File: src/rtl/enoc_wormhole_output_arbiter_pkg.sv
// rtl/enoc_wormhole_output_arbiter_pkg.sv - shared types and helpers for the ENoC output arbiter
package enoc_arb_pkg;

  typedef enum logic {ARB_IDLE, ARB_LOCKED} arb_state_t;

  // Wrap-around increment that stays correct for non-power-of-2 port counts.
  function automatic int unsigned rr_next(input int unsigned ptr, input int unsigned n);
    return (ptr + 1 >= n) ? 0 : ptr + 1;
  endfunction

endpackage

File: src/rtl/enoc_wormhole_output_arbiter_if.sv
// rtl/enoc_wormhole_output_arbiter_if.sv - request/grant bundle between input units, arbiter and crossbar
interface enoc_wormhole_output_arbiter_if #(
  parameter int N = 5,
  parameter int M = 5
);
  import enoc_arb_pkg::*;

  logic [M-1:0]         i_en;
  logic [N-1:0][M-1:0]  i_output_req;
  logic [N-1:0]         i_tail;
  logic [M-1:0][N-1:0]  o_output_grant;
  logic [M-1:0]         o_locked;

  modport master (
    output i_en, i_output_req, i_tail,
    input  o_output_grant, o_locked
  );

  modport slave (
    input  i_en, i_output_req, i_tail,
    output o_output_grant, o_locked
  );
endinterface

File: src/rtl/enoc_wormhole_output_arbiter_rr_lock.sv
// rtl/enoc_wormhole_output_arbiter_rr_lock.sv - one output: round-robin pick, packet lock, owner and pointer
module enoc_rr_lock_arbiter
  import enoc_arb_pkg::*;
#(
  parameter int N = 5
) (
  input  logic         clk,
  input  logic         reset_n,
  input  logic         ce,
  input  logic         en,
  input  logic [N-1:0] req,
  input  logic [N-1:0] tail,
  output logic [N-1:0] grant,
  output logic         locked
);
  localparam int W = (N > 1) ? $clog2(N) : 1;

  arb_state_t state_q, state_d;
  logic [W-1:0] owner_q, owner_d;
  logic [W-1:0] ptr_q, ptr_d;
  logic [W-1:0] winner;
  logic [W-1:0] cand;
  logic         found;
  int           idx;

  // State, owner and pointer registers; next values are already gated by ce.
  always_ff @(posedge clk) begin
    if (!reset_n) begin
      state_q <= ARB_IDLE;
      owner_q <= '0;
      ptr_q   <= '0;
    end else if (ce) begin
      state_q <= state_d;
      owner_q <= owner_d;
      ptr_q   <= ptr_d;
    end
  end

  // Round-robin search from ptr, then grant/lock decisions for this output.
  always_comb begin
    state_d = state_q;
    owner_d = owner_q;
    ptr_d   = ptr_q;
    grant   = '0;
    found   = 1'b0;
    winner  = '0;
    cand    = '0;
    idx     = 0;
    for (int k = 0; k < N; k++) begin
      idx = int'(ptr_q) + k;
      if (idx >= N) idx = idx - N;
      cand = W'(idx);
      if (!found && req[cand]) begin
        found  = 1'b1;
        winner = cand;
      end
    end
    case (state_q)
      ARB_IDLE: begin
        if (ce && en && found) begin
          grant[winner] = 1'b1;
          if (tail[winner]) begin
            ptr_d = W'(rr_next(32'(winner), N));
          end else begin
            owner_d = winner;
            state_d = ARB_LOCKED;
          end
        end
      end
      ARB_LOCKED: begin
        if (ce && en && req[owner_q]) begin
          grant[owner_q] = 1'b1;
          if (tail[owner_q]) begin
            state_d = ARB_IDLE;
            ptr_d   = W'(rr_next(32'(owner_q), N));
          end
        end
      end
    endcase
  end

  assign locked = (state_q == ARB_LOCKED);

endmodule

File: src/rtl/enoc_wormhole_output_arbiter.sv
// rtl/enoc_wormhole_output_arbiter.sv - per-output wormhole packet-locking arbiter (option: ENOC_GRANT_PIPE_EN)
module enoc_wormhole_output_arbiter
  import enoc_arb_pkg::*;
#(
  parameter int N = 5,
  parameter int M = 5
) (
  input  logic clk,
  input  logic reset_n,
  input  logic ce,
  enoc_wormhole_output_arbiter_if.slave bus
);
  wire [M-1:0][N-1:0] grant_int;
  wire [M-1:0]        locked_int;

  for (genvar j = 0; j < M; j++) begin : g_out
    logic [N-1:0] req_col;

    // Transpose: collect every input's request for this output.
    always_comb begin
      req_col = '0;
      for (int i = 0; i < N; i++) req_col[i] = bus.i_output_req[i][j];
    end

    enoc_rr_lock_arbiter #(.N(N)) u_arb (
      .clk     (clk),
      .reset_n (reset_n),
      .ce      (ce),
      .en      (bus.i_en[j]),
      .req     (req_col),
      .tail    (bus.i_tail),
      .grant   (grant_int[j]),
      .locked  (locked_int[j])
    );
  end

  for (genvar i = 0; i < N; i++) begin : g_chk
    a_req_onehot: assert property (@(posedge clk) disable iff (!reset_n)
      $onehot0(bus.i_output_req[i]));
  end

  assign bus.o_locked = locked_int;

`ifdef ENOC_GRANT_PIPE_EN
  logic [M-1:0][N-1:0] grant_q;

  // Retime the grant towards the crossbar; arbitration itself is unaffected.
  always_ff @(posedge clk) begin
    if (!reset_n) grant_q <= '0;
    else if (ce)  grant_q <= grant_int;
  end

  assign bus.o_output_grant = grant_q;
`else
  assign bus.o_output_grant = grant_int;
`endif

endmodule

File: src/flat_wrapper.sv
// flat-port wrapper written by rule: the top's interface ports become plain ports
module enoc_wormhole_output_arbiter_flat import enoc_arb_pkg::*;
#(
  parameter int N = 5,
  parameter int M = 5
)
  (clk, reset_n, ce, bus_i_en, bus_i_output_req, bus_i_tail, bus_o_output_grant, bus_o_locked);
  enoc_wormhole_output_arbiter_if #(.N(N), .M(M)) bus_i ();
  input  logic clk;
  input  logic reset_n;
  input  logic ce;
  input wire logic [$bits(bus_i.i_en)-1:0] bus_i_en;
  input wire logic [$bits(bus_i.i_output_req)-1:0] bus_i_output_req;
  input wire logic [$bits(bus_i.i_tail)-1:0] bus_i_tail;
  output wire logic [$bits(bus_i.o_output_grant)-1:0] bus_o_output_grant;
  output wire logic [$bits(bus_i.o_locked)-1:0] bus_o_locked;
  assign bus_i.i_en = bus_i_en;
  assign bus_i.i_output_req = bus_i_output_req;
  assign bus_i.i_tail = bus_i_tail;
  assign bus_o_output_grant = bus_i.o_output_grant;
  assign bus_o_locked = bus_i.o_locked;
  enoc_wormhole_output_arbiter #(.N(N), .M(M)) u_core (.clk(clk), .reset_n(reset_n), .ce(ce), .bus(bus_i));
endmodule
File: config.mk
export PLATFORM = sky130hd
export DESIGN_NAME = enoc_wormhole_output_arbiter_flat
export DESIGN_NICKNAME = d
export VERILOG_FILES = /design/src/rtl/enoc_wormhole_output_arbiter_pkg.sv /design/src/rtl/enoc_wormhole_output_arbiter_if.sv /design/src/rtl/enoc_wormhole_output_arbiter_rr_lock.sv /design/src/rtl/enoc_wormhole_output_arbiter.sv /design/src/flat_wrapper.sv
export SDC_FILE = /design/constraint.sdc
export NUM_CORES = 1
export LEC_CHECK = 0
export CORE_ASPECT_RATIO = 0.5
export CORE_MARGIN = 1
export CORE_UTILIZATION = 55
export CTS_BUF_LIST = sky130_fd_sc_hd__clkbuf_4
export CTS_CLUSTER_DIAMETER = 50
export CTS_CLUSTER_SIZE = 40
export DETAILED_ROUTE_END_ITERATION = 8
export PLACE_DENSITY_LB_ADDON = 0.1
export SLEW_MARGIN = 20
export SYNTH_ARGS = -nofsm -noshare
export SYNTH_HDL_FRONTEND = slang
export SYNTH_HIERARCHICAL = 1
export SYNTH_SLANG_ARGS = --single-unit
export TNS_END_PERCENT = 50
File: constraint.sdc
create_clock -name clk -period 10 [get_ports clk]
set_clock_uncertainty 0.2 [all_clocks]
set_input_delay 1.5 -clock clk [delete_from_list [all_inputs] [get_ports clk]]
set_output_delay 1.5 -clock clk [all_outputs]
set_load 0.03 [all_outputs]
After elaboration in Yosys (flattened, before gate mapping)
Index checks and enable logic that the tools add are counted.

Register bits after elaboration: 35. Bits in latches: 0. Bits in writable memories: 0. ROM bits: 0. Input port bits: 38. Output and inout port bits: 30. Word-level logic and storage cells: 505. Memories kept: 0.

Add/sub/neg operators: 55. Multipliers: 0. Divide/modulo/power cells: 0. Magnitude comparators: 80. Eq/ne operators: 20. Shift operators: 0. Muxes and demuxes: 250. Bitwise logic cells: 10. Reductions and logical operators: 75.

Operators with widths (count): two-way mux 3 bit (80); less-than comparator 3 x 4 -> 1 bit (second input constant) (35); binary-select mux 1 bit (select 3 bit) (40); >= comparator 4 x 3 -> 1 bit (second input constant) (30); two-way mux 1 bit (95); subtractor 3 bit (second input constant) (25); adder 3 x 1 -> 4 bit (second input constant) (15); two-way mux 5 bit (10); case mux 5 bit (2 select lines) (5); logical AND 1 bit (45); adder 3 x 2 -> 4 bit (second input constant) (10); demux 1 bit (select 3 bit) (10); >= comparator 3 x 1 -> 1 bit (second input constant) (10); case mux 3 bit (2 select lines) (5); AND reduction 5 bit (5); adder 3 x 3 -> 4 bit (second input constant) (5); logical NOT 1 bit (20); != test 2 x 1 -> 1 bit (second input constant) (10); != test 2 bit (second input constant) (10); AND reduction 4 bit (5); >= comparator 3 bit (second input constant) (5); NOT 1 bit (10); case mux 1 bit (2 select lines) (5).

Longest topological paths before layout
Depth after elaboration: 23. Gate-level depth with buffers: 21.

Cells and area by module
Netlist, hierarchy kept.

By module, submodules not included: enoc_rr_lock_arbiter (u_core.g_out[0].u_arb ...) (instances 4, cells each 270, area an instance 2073.2 sq um, sequential area each 140.1 sq um); enoc_rr_lock_arbiter (u_core.g_out[4].u_arb) (instances 1, cells each 279, area an instance 2112.0 sq um, sequential area each 140.1 sq um).

Least setup slack after synthesis
OpenSTA, ideal clock, no wires.

Kind: in2out. Start: input bus_i_output_req[15]. End: output bus_o_output_grant[0]. Arrival: 4180 ps. Data required time: 8300 ps. Path slack: 4120 ps. Cell stages on the path: 11. Buffers on the path: 2. Cell sequence: buf_2 mux2_4 mux4_2 o2bb2ai_2 o21ba_4 and2_4 buf_8 a32oi_4 nor3_2 nand2_1 o21ai_0.

Cells in the longest elaborated chain, start to end: 21. Elaborated cells between the ends (all ways): 40.

Ends and longest elaborated chain: start: declaration (RTL line flat_wrapper.sv:13) `input wire logic [$bits(bus_i.i_output_req)-1:0] bus_i_output_req;`; binary-select mux 1 bit (select 3 bit) (RTL line enoc_wormhole_output_arbiter_rr_lock.sv:53) `if (!found && req[cand]) begin`; two-way mux 1 bit (not written as such) (RTL line enoc_wormhole_output_arbiter_rr_lock.sv:53); two-way mux 1 bit (RTL line enoc_wormhole_output_arbiter_rr_lock.sv:53); logical NOT 1 bit (RTL line enoc_wormhole_output_arbiter_rr_lock.sv:53); logical AND 1 bit (RTL line enoc_wormhole_output_arbiter_rr_lock.sv:53); two-way mux 1 bit (RTL line enoc_wormhole_output_arbiter_rr_lock.sv:53); logical NOT 1 bit (RTL line enoc_wormhole_output_arbiter_rr_lock.sv:53); logical AND 1 bit (RTL line enoc_wormhole_output_arbiter_rr_lock.sv:53); (+6 left out); two-way mux 3 bit * (RTL line enoc_wormhole_output_arbiter_rr_lock.sv:53); named net u_core.g_out[0].u_arb.winner[1] (RTL line enoc_wormhole_output_arbiter_rr_lock.sv:21) `logic [W-1:0] winner;`; less-than comparator 3 x 4 -> 1 bit (not written as such) / >= comparator 3 x 1 -> 1 bit (equally long branches) (RTL line enoc_wormhole_output_arbiter_rr_lock.sv:61) `grant[winner] = 1'b1;`; logical AND 1 bit (not written as such) (RTL line enoc_wormhole_output_arbiter_rr_lock.sv:61); two-way mux 1 bit (not written as such) (RTL line enoc_wormhole_output_arbiter_rr_lock.sv:61); demux 1 bit (select 3 bit) * (RTL line enoc_wormhole_output_arbiter_rr_lock.sv:61); two-way mux 5 bit * (RTL line enoc_wormhole_output_arbiter_rr_lock.sv:60) `if (ce && en && found) begin`; case mux 5 bit (2 select lines) * (RTL line enoc_wormhole_output_arbiter_rr_lock.sv:58) `case (state_q)`; end: declaration (RTL line flat_wrapper.sv:15) `output wire logic [$bits(bus_i.o_output_grant)-1:0] bus_o_output_grant;`.

Mark *: on every way through the listed nets, which the timed path passes. The rest lies on a longest branch. The select of a mux whose other input is x is not followed.

Worst setup path after layout
Start: input bus_i_output_req[19]. End: output bus_o_output_grant[20].

Cells in the longest elaborated chain, start to end: 21. Elaborated cells between the ends (all ways): 40.

Ends and longest elaborated chain (RTL line): binary-select mux 1 bit (select 3 bit) (enoc_wormhole_output_arbiter_rr_lock.sv:53); two-way mux 1 bit (not written as such) (enoc_wormhole_output_arbiter_rr_lock.sv:53); two-way mux 1 bit (enoc_wormhole_output_arbiter_rr_lock.sv:53); logical NOT 1 bit (enoc_wormhole_output_arbiter_rr_lock.sv:53); logical AND 1 bit (enoc_wormhole_output_arbiter_rr_lock.sv:53); two-way mux 1 bit (enoc_wormhole_output_arbiter_rr_lock.sv:53); logical NOT 1 bit (enoc_wormhole_output_arbiter_rr_lock.sv:53); logical AND 1 bit (enoc_wormhole_output_arbiter_rr_lock.sv:53); (+5 left out); logical AND 1 bit (enoc_wormhole_output_arbiter_rr_lock.sv:53); two-way mux 3 bit (enoc_wormhole_output_arbiter_rr_lock.sv:53); less-than comparator 3 x 4 -> 1 bit (not written as such) / >= comparator 3 x 1 -> 1 bit (equally long branches) (enoc_wormhole_output_arbiter_rr_lock.sv:61); logical AND 1 bit (not written as such) (enoc_wormhole_output_arbiter_rr_lock.sv:61); two-way mux 1 bit (not written as such) (enoc_wormhole_output_arbiter_rr_lock.sv:61); demux 1 bit (select 3 bit) (enoc_wormhole_output_arbiter_rr_lock.sv:61); two-way mux 5 bit (enoc_wormhole_output_arbiter_rr_lock.sv:60); case mux 5 bit (2 select lines) * (enoc_wormhole_output_arbiter_rr_lock.sv:58).

Every way passes the cells marked *; elsewhere a longest branch is shown, timed or not. The select of a mux whose other input is x is not followed.

==> summary.txt <==
Outcome
  – Status: complete, but fails checks
  – Failing checks: design-rule violations

GRT
  – Total GRT Usage: 0.297
  – Largest net degree at the start of global routing: 44
  – Initial antenna violation count: 0
  – First-pass GRT wire length: just under 50000 µm
  – Vias in the first global route: 9954
  – Gr ovfl total: 0

Synthesis
  – Async S/R FF share, synth: 0
  – Seq/Total Area, Yosys: 0.0673
  – Post-synthesis cell type count: about 110
  – Leading area contributor after synthesis: dfxtp_1
  – Post-synth net total: roughly 1500
  – Post-synth EDFFs: 0
  – Yosys reg bits: 35
  – Most used DFF post-synth: dfxtp_1
  – Cells after Synth: 1359
  – Synth top area share: 0.0673
  – Top cells by area, synth: dfxtp_1, ha_1, nand2_1, a21oi_1, mux2i_1
  – YS warnings: 6
  – Mean Syn Cell Area: approximately 7.7 µm²
  – Synthesized area: ~0.010 mm²

Setup path
  – Startpoint type of the worst setup path: input pin
  – Worst path required time: a little over 8 ns
  – Setup crit end kind: output port
  – Critical Path Source: bus_i_output_req[19]
  – Critical Path Fanout Max: 10
  – Critical path arrival: ~5.3 ns
  – R2r startpoint: u_core/g_out[1].u_arb/ptr_q[1]
  – Critical path class: in2out

Cells and area
  – # diodes: 0
  – Register area: about 700 µm²
  – Area of the multi-input gates: between 0.008 and 0.009 mm²
  – # fillers: around 1700
  – Layout cells sized above 1: 0.134
  – Final net count: 1453
  – Final core occ: 0.590
  – Layout area overhead: 4.82%

Timing
  – Fin crit period: 7.02 ns
  – Slew @ Worst Pin: approximately 0.92 ns
  – Final worst path period share: 0.702
  – Hold Vio Cnt, Final: 0
  – Setup total negative slack: 0 ns
  – Slew headroom: 0.382
  – Max Clk Rate: ~0.14 GHz
  – Final setup vio count: 0
  – RSZ-0062 raised after global routing: false
  – Fin. max-slew vios: 0

Drt
  – WL/cell: around 19 µm
  – DR DRC count: 4
  – Via Count: ~11000
  – Antenna Violating Nets Remaining: 0
  – Drt first pass iters: 7
  – DR vias/cell: 6.81
  – Final wirelength: roughly 30000 µm
  – DR iter-0 viols: roughly 810

Floorplan
  – Die Span Y: approximately 99 µm
  – Die Area: just under 0.02 mm²
  – # rows: 35
  – Die Width: about 200 µm
  – IO Count: ~70
  – Initial core utilization: 0.563
  – CORE AREA: roughly 0.018 mm²

Worst hold path
  – HP Start: u_core/g_out[4].u_arb/owner_q[2]
  – Hold Crit Class: reg2reg

CTS
  – TritonCTS clock tree: built
  – CTS Hold Buffers Added: 0
  – Clk Latency, worst-skew pair: 0.36 ns
  – Bufs on Longest Clock Path: 2
  – CTS Buf Count: 5
  – Root Buffer Master: clkbuf_4
  – H-tree depth: 2
  – Setup Fix Bufs, Post-CTS: 0
  – Clock Sink Count: 35
  – PostCTS Resize Cnt: 0
  – Clock slew at reported path FFs: ~0.10 ns

Place
  – I/O Buffers: 67
  – HPWL after detailed placement: about 22000 µm
  – GP Congestion: between 0.9 and 1

Run
  – Max-cap violations: 0
==> cells in the mapped netlist, types with 12 or more instances <==
| library cell | number |
|---|---|
| buf_4 | 13 |
| a21o_1 | 18 |
| buf_6 | 15 |
| nor3b_1 | 12 |
| mux2_4 | 12 |
| o31ai_1 | 13 |
| a21oi_1 | 79 |
| mux4_2 | 13 |
| a31oi_1 | 19 |
| buf_2 | 24 |
| nor3_1 | 36 |
| nand2_1 | 122 |
| nand2b_1 | 41 |
| or2_1 | 15 |
| nor2_1 | 69 |
| inv_1 | 76 |
| and3b_1 | 12 |
| clkbuf_1 | 26 |
| o2111ai_1 | 22 |
| and2_1 | 17 |
| o211ai_1 | 14 |
| dfxtp_1 | 35 |
| xnor2_1 | 18 |
| nand3_1 | 34 |
| o22ai_1 | 14 |
| nor2b_1 | 29 |
| o311ai_1 | 12 |
| o21ai_0 | 68 |
| nor4_1 | 34 |
| o211a_1 | 16 |
| mux2i_1 | 34 |
| a211oi_1 | 15 |
| ha_1 | 55 |
==> cell type report <==
| class | count | share of cell area |
|---|---|---|
| clock buffers | 5 | 0.00344 |
| clock inverters | 2 | 0.000803 |
| inverters | 80 | 0.0275 |
| multi-input cells | 1158 | 0.807 |
| flip-flops and latches | 35 | 0.0642 |
| well taps | 259 | 0.0297 |
| repair buffers | 75 | 0.0670 |
==> routing by layer <==
metal	wire [µm]	track usage	up-vias
met5	0	0	-
met4	712	0.0992	0
met3	2040	0.0275	70
met2	13900	0.505	484
met1	13300	0.397	5202
li1	-	-	5234
==> worst paths after layout <==
kind | end | slack (ns) | cells after the start
setup reg to reg | u_core/g_out[1].u_arb/owner_q[1] | 5.11 | 11
hold reg to reg | u_core/g_out[4].u_arb/owner_q[2] | 0.38 | 2
setup / recovery | bus_o_output_grant[20] | 2.98 | 10
hold / removal | u_core/g_out[4].u_arb/owner_q[2] | 0.38 | 2
==> stage by stage <==
stage | hold WS [ns] | setup WS (ns) | area [µm²] | cells
after CTS | 0.373 | 3.05 | 10900 | 1614
after global routing | 0.406 | 2.76 | 10900 | 1614
final | 0.375 | 2.98 | 10900 | 1614
after global placement | 0.355 | 3.14 | 10900 | 1607
after detailed placement | 0.359 | 3.06 | 10900 | 1607
after floorplan | 0.300 | 4.12 | 10400 | 1359
==> critical path, stage by stage <==
cell and delay (ns):
clkdlybuf4s50_1 0.62, mux4_2 0.54, mux2i_1 0.28, o32ai_2 0.17, nor3_1 0.27, nor4b_1 0.52, nor2_1 0.24, nor4_1 0.34
a32o_1 0.18, clkdlybuf4s50_1 0.67
==> placed cells by master (no fill, tap or decap), types with 9 or more instances in the layout <==
| master | n |
|---|---|
| a211oi_1 | 15 |
| a21o_1 | 18 |
| a21o_2 | 9 |
| a21oi_1 | 79 |
| a21oi_2 | 11 |
| a31oi_1 | 19 |
| a32o_1 | 11 |
| and2_1 | 17 |
| and2_4 | 9 |
| and3b_1 | 12 |
| clkdlybuf4s50_1 | 67 |
| dfxtp_1 | 35 |
| ha_1 | 55 |
| inv_1 | 76 |
| mux2_2 | 9 |
| mux2_4 | 12 |
| mux2i_1 | 34 |
| mux4_2 | 13 |
| nand2_1 | 122 |
| nand2b_1 | 41 |
| nand3_1 | 34 |
| nor2_1 | 69 |
| nor2b_1 | 29 |
| nor3_1 | 36 |
| nor3b_1 | 12 |
| nor4_1 | 34 |
| o2111ai_1 | 22 |
| o211a_1 | 16 |
| o211ai_1 | 14 |
| o21ai_0 | 68 |
| o21ai_1 | 11 |
| o22ai_1 | 14 |
| o311ai_1 | 12 |
| o31ai_1 | 13 |
| or2_1 | 15 |
| xnor2_1 | 18 |
==> state kept, by name (all words and copies together), names as in the netlist <==
name	cells
u_core/g_out.u_arb/locked	5
u_core/g_out.u_arb/owner_q	15
u_core/g_out.u_arb/ptr_q	15
==> cell families after synthesis <==
family,count (synthesis),synth area share
AO/OA/AOI/OAI,477,0.364
flip-flops,35,0.0673
XOR/XNOR,19,0.0160
adder cells (fa/ha/maj),60,0.0758
AND/OR/NAND/NOR,526,0.288
multiplexers,76,0.102
buffers and inverters,166,0.0865
Power is left out: the tool's default activity adds up to more than one toggle a clock period on the data nets, which glitch-free logic cannot reach.
